## config.mk

```make
export PLATFORM = sky130hd
export DESIGN_NAME = vga_timing_gen
export DESIGN_NICKNAME = d
export VERILOG_FILES = /design/src/rtl/vga_timing_gen.sv
export SDC_FILE = /design/constraint.sdc
export NUM_CORES = 1
export LEC_CHECK = 0
export CAP_MARGIN = 30
export CORE_MARGIN = 2
export CORE_UTILIZATION = 40
export CTS_BUF_LIST = sky130_fd_sc_hd__clkbuf_8 sky130_fd_sc_hd__clkbuf_16
export DETAILED_ROUTE_END_ITERATION = 10
export HOLD_SLACK_MARGIN = 0.06
export PLACE_DENSITY = 0.69
export SLEW_MARGIN = 20
export SYNTH_ARGS = -nofsm -noshare
export SYNTH_HDL_FRONTEND = slang
export SYNTH_SLANG_ARGS = --single-unit
export TNS_END_PERCENT = 50
```

## constraint.sdc

```tcl
create_clock -name clk -period 3.6 [get_ports clk]
set_input_delay 0.72 -clock clk [delete_from_list [all_inputs] [get_ports clk]]
set_output_delay 0.72 -clock clk [all_outputs]
set_load 0.02 [all_outputs]
```

## src/rtl/vga_timing_gen.sv

```systemverilog
// 640x480@60 VGA timing generator: pixel-tick divider, h/v counters, a two-tick
// colour pipeline with blanking, and sync outputs delayed to line up with the colour register.
module vga_timing_gen #(
  parameter int CLK_DIV      = 4,
  parameter int H_ACTIVE     = 640,
  parameter int H_FP         = 16,
  parameter int H_SYNC       = 96,
  parameter int H_BP         = 48,
  parameter int V_ACTIVE     = 480,
  parameter int V_FP         = 10,
  parameter int V_SYNC       = 2,
  parameter int V_BP         = 33,
  parameter bit SYNC_POL     = 1'b0,
  parameter int OUT_SYNC_DLY = 1
) (
  input  logic       clk,
  input  logic       reset,
  input  logic [3:0] pix_r,
  input  logic [3:0] pix_g,
  input  logic [3:0] pix_b,
  output logic [9:0] pix_x,
  output logic [9:0] pix_y,
  output logic       pix_req,
  output logic       frame_start,
  output logic [3:0] rgb_r,
  output logic [3:0] rgb_g,
  output logic [3:0] rgb_b,
  output logic       hsync,
  output logic       vsync
);

  localparam int H_TOTAL = H_ACTIVE + H_FP + H_SYNC + H_BP;
  localparam int V_TOTAL = V_ACTIVE + V_FP + V_SYNC + V_BP;
  localparam int DW      = (CLK_DIV > 1) ? $clog2(CLK_DIV) : 1;

  localparam logic [DW-1:0] DIV_LAST = DW'(CLK_DIV - 1);
  localparam logic [9:0]    H_LAST   = 10'(H_TOTAL - 1);
  localparam logic [9:0]    V_LAST   = 10'(V_TOTAL - 1);
  localparam logic [9:0]    H_ACT    = 10'(H_ACTIVE);
  localparam logic [9:0]    V_ACT    = 10'(V_ACTIVE);
  localparam logic [9:0]    HS_BEG   = 10'(H_ACTIVE + H_FP);
  localparam logic [9:0]    HS_END   = 10'(H_ACTIVE + H_FP + H_SYNC);
  localparam logic [9:0]    VS_BEG   = 10'(V_ACTIVE + V_FP);
  localparam logic [9:0]    VS_END   = 10'(V_ACTIVE + V_FP + V_SYNC);

  logic [DW-1:0] div;
  logic          tick;
  logic [9:0]    h;
  logic [9:0]    v;
  logic          act0, hs0, vs0;
  logic          act1, hs1, vs1;
  logic          hs2, vs2;
  logic          hs_d, vs_d;

  assign tick = (div == DIV_LAST);

  always_ff @(posedge clk or negedge reset) begin
    if (!reset) begin
      div <= '0;
    end else if (tick) begin
      div <= '0;
    end else begin
      div <= div + 1'b1;
    end
  end

  always_ff @(posedge clk or negedge reset) begin
    if (!reset) begin
      h <= '0;
      v <= '0;
    end else if (tick) begin
      if (h == H_LAST) begin
        h <= '0;
        v <= (v == V_LAST) ? 10'd0 : v + 10'd1;
      end else begin
        h <= h + 10'd1;
      end
    end
  end

  assign pix_x = h;
  assign pix_y = v;

  assign act0 = (h < H_ACT) && (v < V_ACT);
  assign hs0  = (h >= HS_BEG) && (h < HS_END);
  assign vs0  = (v >= VS_BEG) && (v < VS_END);

  // pix_req is a one-clk strobe with no ready: the source captures (pix_x, pix_y)
  // on that edge and holds its colour valid for the whole following tick interval.
  // Gated by reset so it stays low in reset even when every clk is a tick.
  assign pix_req     = reset & tick & act0;
  assign frame_start = reset & tick & (h == H_LAST) & (v == V_LAST);

  always_ff @(posedge clk or negedge reset) begin
    if (!reset) begin
      act1  <= 1'b0;
      hs1   <= 1'b0;
      vs1   <= 1'b0;
      hs2   <= 1'b0;
      vs2   <= 1'b0;
      rgb_r <= 4'h0;
      rgb_g <= 4'h0;
      rgb_b <= 4'h0;
    end else if (tick) begin
      act1  <= act0;
      hs1   <= hs0;
      vs1   <= vs0;
      hs2   <= hs1;
      vs2   <= vs1;
      rgb_r <= act1 ? pix_r : 4'h0;
      rgb_g <= act1 ? pix_g : 4'h0;
      rgb_b <= act1 ? pix_b : 4'h0;
    end
  end

  generate
    if (OUT_SYNC_DLY == 0) begin : g_no_dly
      assign hs_d = hs2;
      assign vs_d = vs2;
    end else begin : g_dly
      logic [OUT_SYNC_DLY-1:0] hs_sr;
      logic [OUT_SYNC_DLY-1:0] vs_sr;

      // Per-clk shift, not per-tick: it matches the downstream colour register.
      always_ff @(posedge clk or negedge reset) begin
        if (!reset) begin
          hs_sr <= '0;
          vs_sr <= '0;
        end else begin
          hs_sr[0] <= hs2;
          vs_sr[0] <= vs2;
          for (int i = 1; i < OUT_SYNC_DLY; i++) begin
            hs_sr[i] <= hs_sr[i-1];
            vs_sr[i] <= vs_sr[i-1];
          end
        end
      end

      assign hs_d = hs_sr[OUT_SYNC_DLY-1];
      assign vs_d = vs_sr[OUT_SYNC_DLY-1];
    end
  endgenerate

  assign hsync = ~(hs_d ^ SYNC_POL);
  assign vsync = ~(vs_d ^ SYNC_POL);

endmodule

```

==> impl_metrics.ini <==
[status]
outcome = finished, final reports clean

[clock_tree]
cts_tree = done
cts.sinks = 41
post_cts_buffers = 0
path_clk_slew_ps = 80
clockRootBuffer = clkbuf_8
cts_buffers = 5
clk_latency_ps = 290
cts_resized = 0
hold_buffers = 0
clock_path_buffers = 2
htree_levels = 2

[cells_and_area]
drive_gt1_share_pct = 8.55
antenna_cells = 0
num-nets-final = 252
area_delta_synth_final_pct = 34.4
final_core_utilization_pct = 56.8
final_cell_mix = 48 x clkdlybuf4s50_1, 41 x dfrtp_1, 21 x nand3_1, 20 x inv_1, 18 x o21ai_0
layout_commonest_cell = clkdlybuf4s50_1

[global_routing]
grt_busiest_layer = met1
grt_pass1_vias = 1295
overflow = 0
gr-usage-met3_pct = 4.86
grt_use_met1_pct = 22.8
grt_pass1_wl_mm = 6.24
antenna_found_initial = 0
grt_max_degree = 39
grtUsageTotal_pct = 15.6
grt_use_met2_pct = 21.7

[worst_setup_path]
path_cells = inv_1 -> ha_1 -> nor4bb_1 -> nand4_1 -> nor2_1 -> and2_1 -> clkdlybuf4s50_1
critPathRequiredTime_ps = 2880
end_kind = primary output
worstPathArrival_ps = 2440
r2r_setup_slack_ps = 1440
crit_slowest_cell = clkdlybuf4s50_1
critPathLaunchType = flop
criticalPathCategory = flop to primary output
cp_num_buf_inv = 2
cp_top_family = simple AND/OR/NAND/NOR gates
critPathMaxFanout = 6
slowest_delay_ps = 590

[timing]
fin_tns_setup_ps = 0
relSlewSlack_pct = 72.0
fin_crit_sh_pct = 87.7
rsz0062_at_grt = false
fin_worst_skew_ps = 4.00
setup_ws_ps = 444
drv_slew = 0
setup_viol = 0
tightest_slew_ps = 419
hold_viol = 0
max_freq_mhz = 317
hold_slack_ps = 256
finalWorstPathRequiredPeriod_ps = 3160

[die]
pin_count = 50
die-area_sq_um = 5260
core_area_sq_um = 4440
start_util_pct = 42.3
die_h_microns = 72.5
die_w_microns = 72.5
row_count = 24

[yosys]
synth_edf_count = 0
syn_inst = 180
synth.avg_cell_area_sq_um = 10.4
yosysSeqAreaShare_pct = 54.6
synth_nets = 199
synth_top_area_share_pct = 54.6
ys_async_sr_fraction_pct = 100
ys_warn_count = 0
yosys.area.top_type = dfrtp_1
ys.flop_type = dfrtp_1
synth-seq-cells = 41
synth_area_sq_um = 1880
ys_types = 34
ys_top_cells_by_area = dfrtp_1 55%, nand3_1 5.6%, o21ai_0 4.8%, xnor2_1 4.7%, inv_1 4.0%

[detailed_routing]
totalWireLength_mm = 3.88
avgRoutedWirePerCell_microns = 13.6
viasPerCell = 5.10
ant_nets = 0
drtIter0Drc = 121
drc = 0
vias = 1458
dr.pass1.iters = 4

[run]
drv_cap = 0

[placement]
portBuffers = 49
gp_congestion = 0.820
dp_hpwl_mm = 2.76
dp_worst_setup_slack_ps = 785

[power]
powerDensity_nw_per_um2 = 336
ir_worst_vdd_mv = 0.220
leakage_nw = 1.08

[min_path]
min_path_type = primary input to asynchronous set/reset pin
## synth_stat cells (2+ instances only)
cell type,number
a21oi_1,2
and2_1,2
and3_1,4
and4_1,2
clkbuf_1,3
dfrtp_1,41
ha_1,5
inv_1,20
mux2_2,3
nand2_1,4
nand3_1,21
nand4_1,7
nand4b_1,2
nor2_1,12
nor3_1,3
nor4_1,2
o21ai_0,18
xnor2_1,10
xor2_1,4
## sequential cells by signal, indices dropped and copies added, names as in the netlist, 2 cells and up
| name | cells |
|---|---|
| div | 2 |
| rgb_g | 4 |
| pix_y | 10 |
| rgb_r | 4 |
| rgb_b | 4 |
| pix_x | 10 |
## final cells by class
cell class	count	area, sq um
Fill cell	403	1920
Inverter	20	75.1
Tap cell	52	65.1
Clock inverter	1	5.00
Clock buffer	7	96.3
Multi-Input combinational cell	113	751
Timing Repair Buffer	52	508
Sequential cell	41	1030
## metrics by stage
step | cell area, sq um | std cells | total power [W]
3_5_place_dp | 2420 | 278 | 0.000532
4_1_cts | 2530 | 286 | 0.000863
3_3_place_gp | 2420 | 278 | 0.000532
5_1_grt | 2530 | 286 | 0.000890
6_report | 2530 | 286 | 0.000848
2_1_floorplan | 1880 | 180 | 0.000493
## power breakdown
group / internal [W] / total [W] / switching (W)
Combinational: 0.0000267 / 0.0000518 / 0.0000251
Clock: 0.000173 / 0.000326 / 0.000152
Sequential: 0.000467 / 0.000470 / 0.00000331
## logic make-up after synthesis
group / share of synthesized area, %
xor gates and xnor gates: 6.52
muxes: 2.33
DFF: 54.6
and+or+nand+nor: 21.2
adders and majority gates: 3.33
AOI/OAI and AO/OA: 6.59
buffers and inverters: 5.46
## worst paths after layout
check | from | end | cells after the start
worst max-delay path | pix_y[1] | frame_start | 7
worst min-delay path | reset | pix_y[1] | 1
worst max register to register | div[0] | pix_y[6] | 6
worst min register to register | vs2 | g_dly.vs_sr | 0
max in group asynchronous | reset | pix_x[2] | 2
min in group clk | vs2 | g_dly.vs_sr | 0
## routing by layer
metal	routed length, microns	part of all wire [%]
met4	34	0.88
met2	1620	42
met5	0	0
met3	252	6.5
met1	1980	51
No activity file was read; power rests on OpenSTA's default activity.
